[src/rtl/netlist_vector_sequencer.sv]
// Drives a combinational netlist with LFSR vectors, waits a settle time per vector,
// and compacts the captured netlist outputs into a MISR signature.
module netlist_vector_sequencer #(
    parameter int                 IN_W       = 14,
    parameter int                 OUT_W      = 8,
    parameter int                 SETTLE_CYC = 2,
    parameter logic [IN_W-1:0]    LFSR_TAPS  = 14'h2015,
    parameter logic [OUT_W-1:0]   MISR_TAPS  = 8'hB8
) (
    input  logic             clk,
    input  logic             rst_n,
    input  logic             start,
    input  logic             abort,
    input  logic [15:0]      num_vec,
    input  logic [IN_W-1:0]  seed,
    output logic [IN_W-1:0]  dut_in,
    input  logic [OUT_W-1:0] dut_out,
    output logic             busy,
    output logic             done,
    output logic [15:0]      vec_cnt,
    output logic [OUT_W-1:0] signature
);

    typedef enum logic [1:0] {
        IDLE    = 2'd0,
        SETTLE  = 2'd1,
        CAPTURE = 2'd2,
        DONE    = 2'd3
    } state_t;

    localparam logic [3:0] SETTLE_LAST = 4'(SETTLE_CYC - 1);

    state_t            state_q, state_d;
    logic [IN_W-1:0]   lfsr_q, lfsr_d;
    logic [OUT_W-1:0]  misr_q, misr_d;
    logic [15:0]       vec_cnt_q, vec_cnt_d;
    logic [15:0]       num_vec_q, num_vec_d;
    logic [3:0]        settle_q, settle_d;
    logic              busy_q, busy_d;
    logic              done_q, done_d;

    always_ff @(posedge clk or negedge rst_n) begin
        if (!rst_n) begin
            state_q   <= IDLE;
            lfsr_q    <= '0;
            misr_q    <= '0;
            vec_cnt_q <= '0;
            num_vec_q <= '0;
            settle_q  <= '0;
            busy_q    <= 1'b0;
            done_q    <= 1'b0;
        end else begin
            state_q   <= state_d;
            lfsr_q    <= lfsr_d;
            misr_q    <= misr_d;
            vec_cnt_q <= vec_cnt_d;
            num_vec_q <= num_vec_d;
            settle_q  <= settle_d;
            busy_q    <= busy_d;
            done_q    <= done_d;
        end
    end

    always_comb begin
        state_d   = state_q;
        lfsr_d    = lfsr_q;
        misr_d    = misr_q;
        vec_cnt_d = vec_cnt_q;
        num_vec_d = num_vec_q;
        settle_d  = settle_q;
        done_d    = 1'b0;

        case (state_q)
            IDLE: begin
                if (start && !abort) begin
                    misr_d    = '0;
                    vec_cnt_d = '0;
                    settle_d  = '0;
                    num_vec_d = num_vec;
                    if (num_vec == 16'd0) begin
                        state_d = DONE;
                    end else begin
                        // An all-zero LFSR would lock up, so a zero seed becomes 1
                        lfsr_d  = (seed == '0) ? IN_W'(1) : seed;
                        state_d = SETTLE;
                    end
                end
            end
            SETTLE: begin
                if (abort) begin
                    state_d = IDLE;
                end else if (settle_q == SETTLE_LAST) begin
                    settle_d = '0;
                    state_d  = CAPTURE;
                end else begin
                    settle_d = settle_q + 4'd1;
                end
            end
            CAPTURE: begin
                if (abort) begin
                    state_d = IDLE;
                end else begin
                    misr_d    = {misr_q[OUT_W-2:0], ^(misr_q & MISR_TAPS)} ^ dut_out;
                    vec_cnt_d = vec_cnt_q + 16'd1;
                    lfsr_d    = {lfsr_q[IN_W-2:0], ^(lfsr_q & LFSR_TAPS)};
                    state_d   = (vec_cnt_d == num_vec_q) ? DONE : SETTLE;
                end
            end
            DONE: begin
                state_d = IDLE;
                done_d  = !abort;
            end
            default: state_d = IDLE;
        endcase
    end

    // Busy also covers the DONE cycle of a real run so done rises the cycle busy falls;
    // an empty run (IDLE straight to DONE) never raises busy.
    always_comb begin
        busy_d = (state_d == SETTLE) || (state_d == CAPTURE) ||
                 ((state_d == DONE) && (state_q == CAPTURE));
    end

    assign dut_in    = lfsr_q;
    assign signature = misr_q;
    assign vec_cnt   = vec_cnt_q;
    assign busy      = busy_q;
    assign done      = done_q;

endmodule

[config.mk]
export PLATFORM = sky130hd
export DESIGN_NAME = netlist_vector_sequencer
export DESIGN_NICKNAME = d
export VERILOG_FILES = /design/src/rtl/netlist_vector_sequencer.sv
export SDC_FILE = /design/constraint.sdc
export NUM_CORES = 1
export LEC_CHECK = 0
export CAP_MARGIN = 15
export CORE_ASPECT_RATIO = 0.6
export CORE_MARGIN = 4
export CORE_UTILIZATION = 50
export CTS_BUF_LIST = sky130_fd_sc_hd__clkbuf_4
export CTS_CLUSTER_SIZE = 16
export DETAILED_ROUTE_END_ITERATION = 16
export HOLD_SLACK_MARGIN = 0.12
export PLACE_DENSITY = 0.91
export RECOVER_POWER = 50
export SLEW_MARGIN = 20
export SYNTH_ARGS = -nofsm -noshare
export SYNTH_HDL_FRONTEND = slang
export SYNTH_SLANG_ARGS = --single-unit
[constraint.sdc]
create_clock -name clk -period 4.7 [get_ports clk]
set_clock_uncertainty 0.1 [all_clocks]
set_input_delay 0.94 -clock clk [delete_from_list [all_inputs] [get_ports clk]]
set_output_delay 0.94 -clock clk [all_outputs]
set_load 0.01 [all_outputs]
* Word level (Yosys, flattened, before mapping)
Index checks and enable logic that the tools add are counted.
** Word-level totals
- Flip-flop bits (word level) :: 62
- Bits of input ports :: 42
- Output and inout port bits :: 40
- Word-level logic and storage cells :: 62
** Operators by class
- $add $sub $neg :: 2
- Eq/ne operators :: 12
- Mux-type cells :: 23
- Bitwise gates (word level) :: 1
- Reductions and logical operators :: 16
** Operator list (number)
- 2-to-1 mux 14 bit :: 4
- 2-to-1 mux 16 bit :: 2
- one-hot mux 16 bit (2 select lines) :: 1
- one-hot mux 14 bit (2 select lines) :: 1
- adder 16 x 1 -> 16 bit (second input constant) :: 1
- equality test 16 bit :: 1
- logical NOT 16 bit :: 1
- 2-to-1 mux 8 bit :: 2
- one-hot mux 8 bit (2 select lines) :: 1
- logical NOT 14 bit :: 1
- parity 14 bit :: 1
- 2-to-1 mux 2 bit :: 6
- 2-to-1 mux 4 bit :: 3
- equality test 2 bit (second input constant) :: 4
- inequality test 2 bit (second input constant) :: 4
- one-hot mux 2 bit (4 select lines) :: 1
- one-hot mux 4 bit (2 select lines) :: 1
- parity 8 bit :: 1
- bitwise XOR 8 bit :: 1
- AND reduction 3 bit :: 2
- adder 4 x 1 -> 4 bit (second input constant) :: 1
- equality test 2 x 1 -> 1 bit (second input constant) :: 2
- equality test 4 x 1 -> 1 bit (second input constant) :: 1
- AND reduction 4 bit :: 1
- 7 further kinds :: 10

* Logic depth before layout (Yosys ltp)
Gate-level depths: netlist of run 1.
- Word-level depth :: 8
- Depth in mapped cells :: 10
- Gate-level depth less buffers :: 9

* Least setup slack after synthesis of run 1
Ideal clock, no wire load.
- Path type :: input-to-reg
- Start point :: in abort
- End point :: reg busy_q (netlist: busy)
- Setup time :: 118 ps
- Arrival time :: 2722 ps
- Data required time :: 4482 ps
- Path slack :: 1760 ps
- Stages on the path :: 10
- Path buffers :: 2
- Cell sequence :: clkbuf_1 > nor3b_2 > buf_4 > nand3_1 > a221o_1 > nor4_1 > nand4_1 > o31ai_2 > ha_1 > a21o_1
** Between the ends
- Word-level cells in the longest chain between the ends :: 7
- Elaborated cells on any way between the ends :: 12
- Those cells by class :: eq/ne (3); mux (4); reduce/logical (5)
** Ends and longest elaborated chain
- start: declaration :: RTL line 13 : input logic abort,
- logical NOT 1 bit :: RTL line 75 : if (start && !abort) begin
- logical AND 1 bit :: RTL line 75
- 2-to-1 mux 2 bit :: RTL line 75
- one-hot mux 2 bit (4 select lines) (*) :: RTL line 73 : case (state_q)
- net state_d[1] :: RTL line 33 : state_t state_q, state_d;
- equality test 2 x 1 -> 1 bit, or another cell as far along :: RTL line 120 : busy_d = (state_d == SETTLE) || (state_d == CAPTURE) ||
- logical OR 1 bit / logical AND 1 bit (equally long branches) :: RTL line 120, 121
- logical OR 1 bit (*) :: RTL line 120
- net busy_d :: RTL line 39 : logic busy_q, busy_d;
- end signal: assignment :: RTL line 59 : busy_q <= busy_d;
- end: declaration :: RTL line 39
Mark *: on every way through the listed nets, which the timed path passes. The rest lies on a longest branch.
A chain may end at the register's enable or synchronous reset.

* Worst setup path in the final report of run 1
Same ends and word-level chain as after synthesis.

==> impl_metrics.yaml, run 1 <==
outcome:
  outcome: "complete, but fails checks"
  violations: "capacitance limit, slew limit"
die:
  io_pins: 82
  rows: 22
  start_util_pct: 53.2
  coreArea_um2: 6300
  die_w_um: 114
  die_y_um: 71.5
  die_area_um2: 8130
finish:
  drive_gt1_share_pct: 10.0
  layout.nets: 471
  area_growth_pct: 29.5
timing:
  max-slew-margin-rel_pct: -55.0
  fmax_mhz: 280
  tns_ns: 0
  tightest_slew_ns: 2.32
  drv_slew: 45
  fin_crit_ns: 3.57
  min_period_over_period_pct: 75.9
  finalSetupViolCount: 0
  rsz0062_at_grt: "false"
  final_hold_viol_count: 0
synth:
  synth_seq_area_share_pct: 46.2
  syn_inst: 347
  ys_top_cells_by_area: "dfrtp_1, o21ai_0, xnor2_1"
  synth-edff-count: 0
  yosys_warnings: 0
  yosysUniqueCellTypes: 46
  yosysTopAreaCell: "dfrtp_1"
  synth_ff_type: "dfrtp_1"
  avgSynthCellArea_um2: 9.67
  syn-num-nets: 393
  synth_top_area_share_pct: 46.2
  async_flop_share_pct: 100
  syn_area_um2: 3360
  ys_ff_latch: 62
placement:
  dp_hpwl_mm: 6.39
  gp_congestion: 0.885
  portBuffers: 81
critical_path:
  r2r_slack_ns: 1.68
  crit_start: "abort"
  cp-start-kind: "primary input"
  rr_endpoint: "busy$_DFF_PN0_"
  critPathRequiredTime_ns: 4.90
  cp_data_arrival_time_ns: 3.77
  r2r-start: "vec_cnt[0]$_DFFE_PN0P_"
  path_class: "primary input to flip-flop"
  endpoint_kind: "flip-flop"
  crit_end: "busy$_DFF_PN0_"
  reg2reg_depth: 8
  path_max_fanout: 11
clock_tree:
  post-cts-setup-buffer-count: 0
  cts_root_buf: "clkbuf_4"
  cts_buffers: 9
  clk_pin_slew_worst_paths_ns: 0.09
  cts_tree: "yes"
  postCtsHoldBufs: 0
  cts.htree.levels: 3
  cts_buffer_depth: 2
  clock-sinks: 62
  cts.repair.resized: 0
  insertion_delay_ns: 0.41
power_and_ir_drop:
  p_int_mw: 0.959
  max-vdd-ir-drop_mv: 0.164
  clockPowerShare_pct: 26.2
  power.leakage_nw: 1.72
  total_power_mw: 1.37
  switchingPower_mw: 0.407
  power.density_nw_per_um2: 314
  swShare_pct: 29.8
  power_frac_comb_pct: 24.3
  pwr-share-seq_pct: 49.5
grt:
  grt_pass1_vias: 2720
  gr-total-overflow: 0
  grt_max_degree: 45
  grt_pass1_wl_mm: 13.8
  antenna_found_initial: 0
  grt_usage_pct: 21.6
detailed_routing:
  wire_per_inst_um: 16.6
  detail-route-antenna-nets: 0
  viasPerCell: 5.83
  routed_wl_mm: 8.55
  remaining_drc_errors: 0
  via_count: 3000
  dr.pass1.iters: 5
  drtIter0Drc: 240
run:
  drv_cap: 1
hold_path:
  hp-class: "flip-flop to flip-flop"
[synthesized netlist by cell type (2+ instances only)]
library cell,number
a31oi_1,5
or2_2,2
clkbuf_1,11
and2_1,2
nor2b_1,3
nand2b_1,5
dfrtp_1,62
buf_2,5
or4_1,2
xor2_1,9
nand4_1,7
nor3_1,3
nor2_1,19
mux2i_1,13
inv_1,4
a21oi_1,6
nand3_1,9
xnor2_1,23
nand3b_1,2
o21ai_0,50
nand2_1,42
o31ai_1,10
o211ai_1,2
ha_1,4
mux2_2,16
nor4_1,7
and3_1,5
[worst max-delay path, stage by stage]
cell           delay (ns)
dlygate4sd3_1        0.64
nor3b_2              0.64
nand3_1              0.17
a221o_1              0.30
nor4_1               0.28
nand4_1              0.13
o31ai_2              0.24
ha_1                 0.27
a21o_1               0.15
[per-layer routing]
layer	track usage, %	vias up	routed length [um]
met5	0	-	0
met4	7.33	0	158
met3	7.34	19	891
met2	30.5	152	3590
met1	31.0	1424	3920
li1	-	1405	-
[sequential cells by signal (all words and copies together) (netlist names)]
name	count
num_vec_q	16
vec_cnt	16
dut_in	14
signature	8
settle_q	4
state_q	2
busy	1
done	1
[cells in the final DEF (no fill, tap or decap), types with 4 or more instances in the layout]
| cell | n |
|---|---|
| and3_1 | 5 |
| nand2_1 | 42 |
| clkbuf_4 | 11 |
| ha_1 | 4 |
| nor2_1 | 19 |
| inv_1 | 4 |
| o21ai_0 | 50 |
| a21oi_1 | 5 |
| mux2i_1 | 13 |
| clkdlybuf4s50_1 | 79 |
| nor3_1 | 4 |
| nand4_1 | 7 |
| nor4_1 | 7 |
| dfrtp_1 | 62 |
| nand3_1 | 9 |
| nand2b_1 | 5 |
| xor2_1 | 9 |
| clkinv_2 | 4 |
| o31ai_1 | 10 |
| xnor2_1 | 23 |
| a31oi_1 | 5 |
| mux2_2 | 16 |
[power groups by stage]
stage                     Combinational, mW  Sequential [mW]  Clock (mW)
after floorplan                       0.170            0.677           0
after global placement                0.323            0.681           0
after detailed placement              0.333            0.685           0
after CTS                             0.334            0.674       0.371
after global routing                  0.362            0.686       0.397
final                                 0.331            0.676       0.358
[worst min path at each step]
| stage | from | end | slack (ns) | depth (start not counted) |
|---|---|---|---|---|
| global route | settle_q[3]$_DFFE_PN0P_ | settle_q[3]$_DFFE_PN0P_ | 0.40 | 1 |
| global placement | settle_q[3]$_DFFE_PN0P_ | settle_q[3]$_DFFE_PN0P_ | 0.37 | 1 |
| floorplan | settle_q[3]$_DFFE_PN0P_ | settle_q[3]$_DFFE_PN0P_ | 0.35 | 1 |
| detailed placement | settle_q[3]$_DFFE_PN0P_ | settle_q[3]$_DFFE_PN0P_ | 0.37 | 1 |
| CTS | rst_n | signature[1]$_DFFE_PN0P_ | 0.32 | 1 |
| finish | settle_q[3]$_DFFE_PN0P_ | settle_q[3]$_DFFE_PN0P_ | 0.38 | 1 |
[per-stage QoR]
step	hold WS, ns	cell area (um^2)	std cells	utilization [%]	setup WS [ns]
finish	0.382	4350	515	69.0	1.13
global route	0.403	4340	514	68.9	0.587
CTS	0.321	4360	514	69.1	1.32
detailed placement	0.367	4230	498	67.0	0.847
global placement	0.371	4230	498	67.0	0.997
floorplan	0.345	3360	347	-	1.76
[area by class of cell]
cell class                      instances  area, um^2
Clock inverter                          5        50.0
Timing Repair Buffer                   85         827
Multi-Input combinational cell        263        1710
Inverter                                4        15.0
Tap cell                               84         105
Clock buffer                           11        82.6
Sequential cell                        62        1550
Antenna cell                            1        2.50
Fill cell                             478        1960
[cells by family (layout without fill, tap and decap cells)]
logic type | after synthesis | in the layout | synth area share, %
flops | 62 | 62 | 46.2
buf+inv | 22 | 105 | 2.76
xor+xnor | 32 | 32 | 8.35
simple gates | 115 | 115 | 17.4
compound gates | 83 | 83 | 14.5
fa+ha+maj | 4 | 4 | 1.49
other cells | 0 | 1 | 0
mux | 29 | 29 | 9.25
No activity file was read; power rests on OpenSTA's default activity.
==> run 2, diff against run 1 <==
clock period = 3.3 ns   (was 4.7 ns; I/O delays follow)
==> impl_metrics.yaml, run 2 (synthesized netlist as in run 1, its figures left out) <==
outcome:
  outcome: "completed"
critical_path:
  critPathRequiredTime_ns: 3.46
  rr_endpoint: "busy$_DFF_PN0_"
  path_max_fanout: 26
  cp_data_arrival_time_ns: 3.11
  r2r-start: "vec_cnt[0]$_DFFE_PN0P_"
  cp-start-kind: "primary input"
  path_class: "primary input to flip-flop"
  endpoint_kind: "flip-flop"
  r2r_slack_ns: 0.40
  reg2reg_depth: 8
clock_tree:
  cts_buffers: 9
  cts_root_buf: "clkbuf_4"
  clk_pin_slew_worst_paths_ns: 0.11
  cts_tree: "yes"
  postCtsHoldBufs: 0
  post-cts-setup-buffer-count: 0
  cts.htree.levels: 3
  cts_buffer_depth: 2
  insertion_delay_ns: 0.40
  clock-sinks: 62
  cts.repair.resized: 0
timing:
  setup_ws_ns: 0.356
  fmax_mhz: 340
  min_period_over_period_pct: 89.2
  tns_ns: 0
  final_hold_viol_count: 0
  finalSetupViolCount: 0
  tightest_slew_ns: 1.48
  rsz0062_at_grt: "false"
  drv_slew: 0
  max-slew-margin-rel_pct: 1.59
  fin_crit_ns: 2.94
grt:
  gr-total-overflow: 0
  grt_pass1_vias: 2806
  grt_pass1_wl_mm: 13.8
  grt_usage_pct: 21.5
  grt_max_degree: 63
  antenna_found_initial: 0
detailed_routing:
  via_count: 3000
  detail-route-antenna-nets: 0
  routed.top_layer: "met4"
  drtIter0Drc: 252
  wl_met2_mm: 3.66
  wire_per_inst_um: 16.7
  dr.pass1.iters: 5
  route.met3.wl_um: 791
  viasPerCell: 5.79
  remaining_drc_errors: 0
  met1Wirelength_mm: 4.08
  routed_wl_mm: 8.64
finish:
  mostFrequentLayoutCells: "clkdlybuf4s50_1, dfrtp_1, o21ai_0"
  final_common_cell: "clkdlybuf4s50_1"
  drive_gt1_share_pct: 10.9
  area_growth_pct: 30.4
  layout.nets: 474
placement:
  portBuffers: 81
  dpl_worst_slack_ns: 0.311
  gp_congestion: 0.969
  dp_hpwl_mm: 6.41
die:
  coreArea_um2: 6300
  die_w_um: 114
  die_y_um: 71.5
  io_pins: 82
  die_area_um2: 8130
  rows: 22
  start_util_pct: 53.2
run:
  drv_cap: 0
power_and_ir_drop:
  max-vdd-ir-drop_mv: 0.237
  total_power_mw: 1.96
  power.leakage_nw: 1.73
  power.density_nw_per_um2: 448
hold_path:
  hp-class: "flip-flop to flip-flop"
  worstHoldStart: "settle_q[3]$_DFFE_PN0P_"
  min_to: "settle_q[3]$_DFFE_PN0P_"
  hold_depth: 1
-- run 2: final cells by class --
type                    instances  area [um^2]
clock buffers                  10         75.1
diodes                          1         2.50
multi-input cells             263         1720
clock inverters                 6         62.6
flip-flops and latches         62         1550
repair buffers                 88          846
inverters                       4         15.0
fillers                       492         1930
well taps                      84          105
-- run 2: per-layer routing --
| metal | track usage, % | up-vias |
|---|---|---|
| li1 | - | 1416 |
| met1 | 32.1 | 1419 |
| met2 | 30.1 | 145 |
| met3 | 6.92 | 20 |
| met4 | 5.47 | 0 |
| met5 | 0 | - |
-- run 2: worst max path at each step --
stage / start / to / slack, ns
2_1_floorplan: abort / busy$_DFF_PN0_ / 0.64
3_3_place_gp: abort / busy$_DFF_PN0_ / 0.41
3_5_place_dp: abort / busy$_DFF_PN0_ / 0.31
4_1_cts: vec_cnt[0]$_DFFE_PN0P_ / busy$_DFF_PN0_ / 0.43
5_1_grt: abort / vec_cnt[8]$_DFFE_PN0P_ / 0.18
6_report: abort / vec_cnt[10]$_DFFE_PN0P_ / 0.36
-- run 2: metrics by stage --
| stage | cell area (um^2) | hold WS, ns | std cells | util, % |
|---|---|---|---|---|
| 3_5_place_dp | 4260 | 0.384 | 501 | 67.6 |
| 4_1_cts | 4400 | 0.145 | 517 | 69.8 |
| 3_3_place_gp | 4260 | 0.370 | 501 | 67.6 |
| 5_1_grt | 4370 | 0.440 | 517 | 69.4 |
| 2_1_floorplan | 3360 | 0.264 | 347 | - |
| 6_report | 4380 | 0.410 | 518 | 69.4 |
-- run 2: report_power, final --
part / total, mW / switching, mW / internal, mW
sequential: 0.961 / 0.103 / 0.859
combinational: 0.478 / 0.212 / 0.265
clock: 0.520 / 0.283 / 0.237
total: 1.96 / 0.598 / 1.36
-- run 2: critical path, stage by stage --
cell	delay, ns
dlygate4sd3_1	0.58
clkbuf_1	0.17
nor3_2	0.16
clkbuf_1	0.65
nor2_1	0.08
clkbuf_2	0.38
o21ai_0	0.30
o31ai_1	0.11
